`config.mk`:
```
export PLATFORM = sky130hd
export DESIGN_NAME = control_pipe
export DESIGN_NICKNAME = d
export VERILOG_FILES = /design/src/rtl/control_pipe_pkg.sv /design/src/rtl/control_pipe_decode.sv /design/src/rtl/control_pipe.sv
export SDC_FILE = /design/constraint.sdc
export NUM_CORES = 1
export LEC_CHECK = 0
export ABC_CLOCK_PERIOD_IN_PS = 1760
export BUFFER_PORTS_ARGS = -buffer_cell sky130_fd_sc_hd__buf_2
export CAP_MARGIN = 20
export CORE_AREA = 2 2 59 61
export DETAILED_ROUTE_END_ITERATION = 12
export DIE_AREA = 0 0 61 63
export RECOVER_POWER = 50
export SYNTH_ARGS = -nofsm -noshare
export SYNTH_HDL_FRONTEND = slang
export SYNTH_SLANG_ARGS = --single-unit
```
`constraint.sdc`:
```
create_clock -name clock -period 1.76 [get_ports clock]
set_clock_uncertainty 0.05 [all_clocks]
set_input_delay 0.44 -clock clock [delete_from_list [all_inputs] [get_ports clock]]
set_output_delay 0.44 -clock clock [all_outputs]
set_load 0.02 [all_outputs]
```
`src/rtl/control_pipe_pkg.sv`:
```
`default_nettype none
// ============================================================================
// Module  : control_pipe_pkg
// Purpose : Shared constants for the control pipeline. Holds the control-word
//           width, control-word bit positions, the RegDest/branchSrc
//           encodings, the opcode/funct values and the FSM state type.
// Ports   : none (package)
// Revision: 1.0 - initial release
// ============================================================================
package control_pipe_pkg;

    localparam int CTRL_W = 10;
    localparam int OP_W   = 6;

    // Control word layout
    localparam int BIT_BRSRC_HI  = 9;
    localparam int BIT_BRSRC_LO  = 8;
    localparam int BIT_ALUSRC    = 7;
    localparam int BIT_REGDST_HI = 6;
    localparam int BIT_REGDST_LO = 5;
    localparam int BIT_MEMREAD   = 4;
    localparam int BIT_MEMWRITE  = 3;
    localparam int BIT_BRANCH    = 2;
    localparam int BIT_REGWRITE  = 1;
    localparam int BIT_MEMTOREG  = 0;

    // branchSrc encodings
    localparam logic [1:0] BRSRC_PCREL = 2'b00;
    localparam logic [1:0] BRSRC_JUMP  = 2'b01;
    localparam logic [1:0] BRSRC_REG   = 2'b10;

    // RegDest encodings
    localparam logic [1:0] REGDST_RT = 2'b00;
    localparam logic [1:0] REGDST_RD = 2'b01;
    localparam logic [1:0] REGDST_RA = 2'b11;

    // Opcodes
    localparam logic [5:0] OP_RTYPE = 6'b000000;
    localparam logic [5:0] OP_J     = 6'b000010;
    localparam logic [5:0] OP_JAL   = 6'b000011;
    localparam logic [5:0] OP_BEQ   = 6'b000100;
    localparam logic [5:0] OP_BNE   = 6'b000101;
    localparam logic [5:0] OP_ADDI  = 6'b001000;
    localparam logic [5:0] OP_SLTI  = 6'b001010;
    localparam logic [5:0] OP_ANDI  = 6'b001100;
    localparam logic [5:0] OP_ORI   = 6'b001101;
    localparam logic [5:0] OP_LW    = 6'b100011;
    localparam logic [5:0] OP_SW    = 6'b101011;

    // Funct values
    localparam logic [5:0] FN_JR = 6'b001000;

    typedef enum logic [0:0] {
        ST_RUN  = 1'b0,
        ST_HOLD = 1'b1
    } state_e;

endpackage : control_pipe_pkg
`default_nettype wire

```
`src/rtl/control_pipe_decode.sv`:
```
`default_nettype none
// ============================================================================
// Module  : control_decode
// Purpose : Purely combinational opcode/funct to control-word decoder with an
//           illegal-opcode flag. Unknown opcodes produce an all-zero word.
// Ports   : opcode_i  - ID-stage opcode
//           funct_i   - ID-stage funct field (R-type only)
//           ctrl_o    - decoded control word
//           illegal_o - opcode not recognised
// Revision: 1.0 - initial release
// ============================================================================
module control_decode
    import control_pipe_pkg::*;
#(
    parameter int CONTROL_SIZE = CTRL_W,
    parameter int OPCODE_WIDTH = OP_W
) (
    input  logic [OPCODE_WIDTH-1:0] opcode_i,
    input  logic [OPCODE_WIDTH-1:0] funct_i,
    output logic [CONTROL_SIZE-1:0] ctrl_o,
    output logic                    illegal_o
);

    always_comb begin
        ctrl_o    = '0;
        illegal_o = 1'b0;
        case (opcode_i)
            OP_RTYPE: begin
                if (funct_i == FN_JR) begin
                    ctrl_o[BIT_BRSRC_HI:BIT_BRSRC_LO] = BRSRC_REG;
                    ctrl_o[BIT_BRANCH]                = 1'b1;
                end else begin
                    ctrl_o[BIT_ALUSRC]                  = 1'b1;
                    ctrl_o[BIT_REGDST_HI:BIT_REGDST_LO] = REGDST_RD;
                    ctrl_o[BIT_REGWRITE]                = 1'b1;
                end
            end
            OP_LW: begin
                ctrl_o[BIT_REGDST_HI:BIT_REGDST_LO] = REGDST_RT;
                ctrl_o[BIT_MEMREAD]                 = 1'b1;
                ctrl_o[BIT_REGWRITE]                = 1'b1;
                ctrl_o[BIT_MEMTOREG]                = 1'b1;
            end
            OP_SW: begin
                ctrl_o[BIT_MEMWRITE] = 1'b1;
            end
            OP_BEQ, OP_BNE: begin
                ctrl_o[BIT_BRSRC_HI:BIT_BRSRC_LO] = BRSRC_PCREL;
                ctrl_o[BIT_ALUSRC]                = 1'b1;
                ctrl_o[BIT_BRANCH]                = 1'b1;
            end
            OP_J: begin
                ctrl_o[BIT_BRSRC_HI:BIT_BRSRC_LO] = BRSRC_JUMP;
                ctrl_o[BIT_BRANCH]                = 1'b1;
            end
            OP_JAL: begin
                // Link into $31
                ctrl_o[BIT_BRSRC_HI:BIT_BRSRC_LO]   = BRSRC_JUMP;
                ctrl_o[BIT_BRANCH]                  = 1'b1;
                ctrl_o[BIT_REGWRITE]                = 1'b1;
                ctrl_o[BIT_REGDST_HI:BIT_REGDST_LO] = REGDST_RA;
            end
            OP_ADDI, OP_ANDI, OP_ORI, OP_SLTI: begin
                ctrl_o[BIT_REGDST_HI:BIT_REGDST_LO] = REGDST_RT;
                ctrl_o[BIT_REGWRITE]                = 1'b1;
            end
            default: begin
                illegal_o = 1'b1;
            end
        endcase
    end

endmodule : control_decode
`default_nettype wire

```
`src/rtl/control_pipe.sv`:
```
`default_nettype none
// ============================================================================
// Module  : control_pipe
// Purpose : Decodes the ID instruction into a 10-bit control word and carries
//           it through ID/EX, EX/MEM and MEM/WB control registers. Sequences
//           jump/branch holds: after an accepted jump the PC is held for
//           JUMP_DELAY cycles while bubbles enter ID/EX.
//           Build option DELAY_SLOT_EN: the first HOLD cycle decodes the ID
//           instruction (delay slot); a jump/branch in that slot is zeroed and
//           flagged as illegal.
// Ports   : clock     - rising-edge clock
//           reset     - asynchronous active-low reset
//           opcode    - ID-stage opcode
//           funct     - ID-stage funct field
//           stall     - load-use stall from hazard detection
//           exCtrl    - ID/EX control bits [9:5]
//           memCtrl   - EX/MEM control bits [4:2]
//           wbCtrl    - MEM/WB control bits [1:0]
//           isJump    - ID instruction is an accepted jump/branch
//           pcHold    - freeze PC/IF while in HOLD
//           illegalOp - registered illegal-opcode flag
// Revision: 1.0 - initial release
// ============================================================================
module control_pipe
    import control_pipe_pkg::*;
#(
    parameter int CONTROL_SIZE = CTRL_W,
    parameter int OPCODE_WIDTH = OP_W,
    parameter int JUMP_DELAY   = 2      // legal range 1..7
) (
    input  logic                    clock,
    input  logic                    reset,
    input  logic [OPCODE_WIDTH-1:0] opcode,
    input  logic [OPCODE_WIDTH-1:0] funct,
    input  logic                    stall,
    output logic [4:0]              exCtrl,
    output logic [2:0]              memCtrl,
    output logic [1:0]              wbCtrl,
    output logic                    isJump,
    output logic                    pcHold,
    output logic                    illegalOp
);

    localparam logic [2:0] HOLD_INIT = 3'(JUMP_DELAY - 1);

    state_e                  state_q, state_d;
    logic [2:0]              hold_cnt_q, hold_cnt_d;
    logic [CONTROL_SIZE-1:0] idex_q, idex_d;
    logic [4:0]              exmem_q;
    logic [1:0]              memwb_q;
    logic                    illegal_q, illegal_d;

    logic [CONTROL_SIZE-1:0] dec_ctrl;
    logic                    dec_illegal;
    logic                    dec_branch;
    logic                    in_slot;

    control_decode #(
        .CONTROL_SIZE (CONTROL_SIZE),
        .OPCODE_WIDTH (OPCODE_WIDTH)
    ) u_decode (
        .opcode_i  (opcode),
        .funct_i   (funct),
        .ctrl_o    (dec_ctrl),
        .illegal_o (dec_illegal)
    );

    assign dec_branch = dec_ctrl[BIT_BRANCH];

`ifdef DELAY_SLOT_EN
    // The counter still holds its load value only in the first HOLD cycle.
    assign in_slot = (state_q == ST_HOLD) && (hold_cnt_q == HOLD_INIT);
`else
    assign in_slot = 1'b0;
`endif

    always_comb begin
        state_d    = state_q;
        hold_cnt_d = hold_cnt_q;
        idex_d     = '0;
        illegal_d  = 1'b0;
        isJump     = 1'b0;
        case (state_q)
            ST_RUN: begin
                // A stalled instruction is re-decoded next cycle, so nothing
                // about it is committed now (bubble, no jump, no flag).
                if (!stall) begin
                    idex_d    = dec_ctrl;
                    illegal_d = dec_illegal;
                    if (dec_branch) begin
                        isJump     = 1'b1;
                        state_d    = ST_HOLD;
                        hold_cnt_d = HOLD_INIT;
                    end
                end
            end
            ST_HOLD: begin
                if (in_slot) begin
                    if (dec_branch) begin
                        illegal_d = 1'b1;
                    end else begin
                        idex_d    = dec_ctrl;
                        illegal_d = dec_illegal;
                    end
                end
                if (hold_cnt_q == 3'd0) begin
                    state_d = ST_RUN;
                end else begin
                    hold_cnt_d = hold_cnt_q - 3'd1;
                end
            end
            default: begin
                state_d = ST_RUN;
            end
        endcase
    end

    always_ff @(posedge clock or negedge reset) begin
        if (!reset) begin
            state_q    <= ST_RUN;
            hold_cnt_q <= 3'd0;
            idex_q     <= '0;
            exmem_q    <= '0;
            memwb_q    <= '0;
            illegal_q  <= 1'b0;
        end else begin
            state_q    <= state_d;
            hold_cnt_q <= hold_cnt_d;
            idex_q     <= idex_d;
            exmem_q    <= idex_q[4:0];
            memwb_q    <= exmem_q[1:0];
            illegal_q  <= illegal_d;
        end
    end

    assign exCtrl    = idex_q[9:5];
    assign memCtrl   = exmem_q[4:2];
    assign wbCtrl    = memwb_q;
    assign pcHold    = (state_q == ST_HOLD);
    assign illegalOp = illegal_q;

endmodule : control_pipe
`default_nettype wire

```
==> results.cfg <==
[global_route]
grt_pass1_vias = 766
antenna_found_initial = 0
grt_pass1_wl_mm = 3.13
grt_max_degree = 21
overflow = 0
grt_usage_pct = 10.8

[timing]
period_needed_ns = 1.99
max_freq_ghz = 0.503
worst_pin_slew_ns = 1.06
setup_tns_ns = -0.228
rsz0062_at_grt = true
timing.final.hold_violations = 0
drv_slew = 0
whs_ns = 0.262
final.period_utilization_pct = 113
max_slew_margin_pct = 29.1
finalSetupViolCount = 1
post-route-worst-setup-slack_ns = -0.228

[yosys]
netlist_area_um2 = 935
syn_avg_cell_area_um2 = 11.3
async_reset_ff_share_pct = 100
synth_top_family_by_area = simple AND/OR/NAND/NOR gates
synthTopCellsByArea = dfrtp_1, buf_4, mux2i_1, nand3_1, nand4bb_4
ys_seq_elements = 20
synth_edf_count = 0
synthFlopType = dfrtp_1
synthMuxAreaShare_pct = 3.21
yosysTopAreaCell = dfrtp_1
synth_most_common_cell = dfrtp_1
synth_compound_area_share_pct = 6.56
synth_top_area_share_pct = 53.5
synthCells = 83
synth-adder-area-share_pct = 2.68
yosys.area_share.simple_pct = 23.2
synth_xor_xnor_area_share_pct = 1.87
ys_seq_area_share_pct = 53.5
synth.cells.most_frequent = dfrtp_1, buf_4, nor2_1, nand3_1, inv_1
synth_cell_types = 28
yosysWarnings = 0
syn_nets = 100

[power_and_ir_drop]
p_clk_share_pct = 19.3
p_int_uw = 737
power.switching_uw = 298
powerDensity_nw_per_um2 = 836
switching_share_pct = 28.8
p_seq_share_pct = 50.8
p_total_mw = 1.03
p_leak_nw = 0.649
vdd_drop_max_mv = 0.255
pwr-share-comb_pct = 29.9

[clocking]
clk_latency_ns = 0.29
numCtsBuffers = 3
h-tree-depth = 1
path_clk_slew_ns = 0.10
cts_tree = built
clockBufferDepth = 2
cts.root.buffer_cell = clkbuf_4
cts_hold_buf = 0
clock-sinks = 20

[worst_setup_path]
path_cells = buf_6 -> or4b_4 -> nand4bb_4 -> nand2_4 -> buf_6
critical-path-max-stage-delay_ns = 0.53
reg2reg_setup_slack_ns = 0.09
crit_slowest_cell = or4b_4
crit_buf_inv = 2
path_common_cell = buf_6
r2r-start = hold_cnt_q[0]$_DFFE_PN0P_
path_class = in -> out
r2r-end = hold_cnt_q[2]$_DFFE_PN0P_
crit_arrival_ns = 1.50
r2r_cells = 6
endpoint_kind = primary output
required_ns = 1.27
cp_max_fo = 2
cp-start-kind = input pin
crit_family = simple AND/OR/NAND/NOR gates

[routing]
drc_errors = 0
wl_per_cell_um = 11.1
routed_via_density = 4.38
dr.pass1.iters = 4
drtIter0Drc = 2
vias = 731
wl_mm = 1.86
ant_nets = 0

[placement]
io_buffer_count = 27
gp_congestion = 0.735
place_hpwl_mm = 1.48

[floorplanning]
fp-row-count = 21
core_um2 = 3230
dieArea_um2 = 3840
start_util_pct = 28.9
dieHeight_um = 63
io_pins = 28
die_w_um = 61

[job]
max_cap_viol_count = 0

[layout]
syn_to_final_growth_pct = 32.4
final_util_pct = 38.3
diodes = 0
nets = 140
drive_gt1_share_pct = 43.0

[status]
violations = setup timing
status = finished, violations left

[worst_hold_path]
hp-class = in -> async
[layer usage]
layer  wire, µm  up-vias  GRT usage [%]  part of all wire, %
met2        912       25           17.6                   49
met4         27        0           5.71                  1.5
met5          0        -              0                    0
li1           -      363              -                    -
met3        109        2           2.07                  5.9
met1        807      341           13.1                   43
[layout by cell type, fill, tap and decap left out, types with 2 or more instances in the layout]
cell,count
a21oi_1,3
nor2_1,7
inv_1,5
nor4_1,2
dfrtp_1,20
ha_1,2
mux2i_1,3
buf_6,3
buf_4,17
clkbuf_4,3
nor2b_1,2
nand3_1,6
nor3_1,2
nand2_1,3
buf_2,23
and3_1,3
or2_2,2
[registers in the layout, summed over array words and instances (netlist names)]
signal / count
wbCtrl: 2
idex_q: 9
pcHold: 1
hold_cnt_q: 3
illegalOp: 1
exmem_q: 4
[power by group through the flow]
| stage | Combinational, mW | Sequential, mW | Clock (mW) |
|---|---|---|---|
| after floorplan | 0.171 | 0.551 | 0 |
| after global placement | 0.294 | 0.534 | 0 |
| after detailed placement | 0.306 | 0.536 | 0 |
| after CTS | 0.312 | 0.526 | 0.214 |
| after global routing | 0.343 | 0.531 | 0.229 |
| final | 0.310 | 0.526 | 0.200 |
[repair_timing]
action                                  CTS  global route
gates resized for setup                   3             1
pin swaps                                 3             4
buffers inserted                          1             1
endpoints found under the setup margin    1             1
[kinds of logic (layout without fill, tap and decap cells)]
kind of cell,count (synthesis),count (layout)
compound gates,9,9
simple gates,33,33
flops,20,20
xor+xnor,2,2
fa+ha+maj,2,2
buf+inv,14,52
mux,3,3
[layout make-up]
class	instances	area (µm²)
timing repair buffer	44	280
tap	46	57.6
fill	348	1990
inverter	5	18.8
multi-input combinational	49	358
clock buffer	3	22.5
sequential	20	500
[through the flow]
step / setup WS, ns / cell area (µm²) / std cells
finish: -0.228 / 1240 / 167
global route: -0.270 / 1240 / 167
CTS: -0.265 / 1220 / 166
detailed placement: -0.301 / 1180 / 162
global placement: -0.289 / 1180 / 162
floorplan: -0.0613 / 942 / 83
[how the worst max path moves through the flow]
stage	startpoint	endpoint	slack [ns]	depth (start not counted)
2_1_floorplan	funct[1]	isJump	-0.06	3
3_3_place_gp	funct[1]	isJump	-0.29	5
3_5_place_dp	funct[1]	isJump	-0.30	5
4_1_cts	funct[2]	isJump	-0.27	5
5_1_grt	funct[1]	isJump	-0.27	5
6_report	funct[1]	isJump	-0.23	5
(Power assumes the default switching activity.)
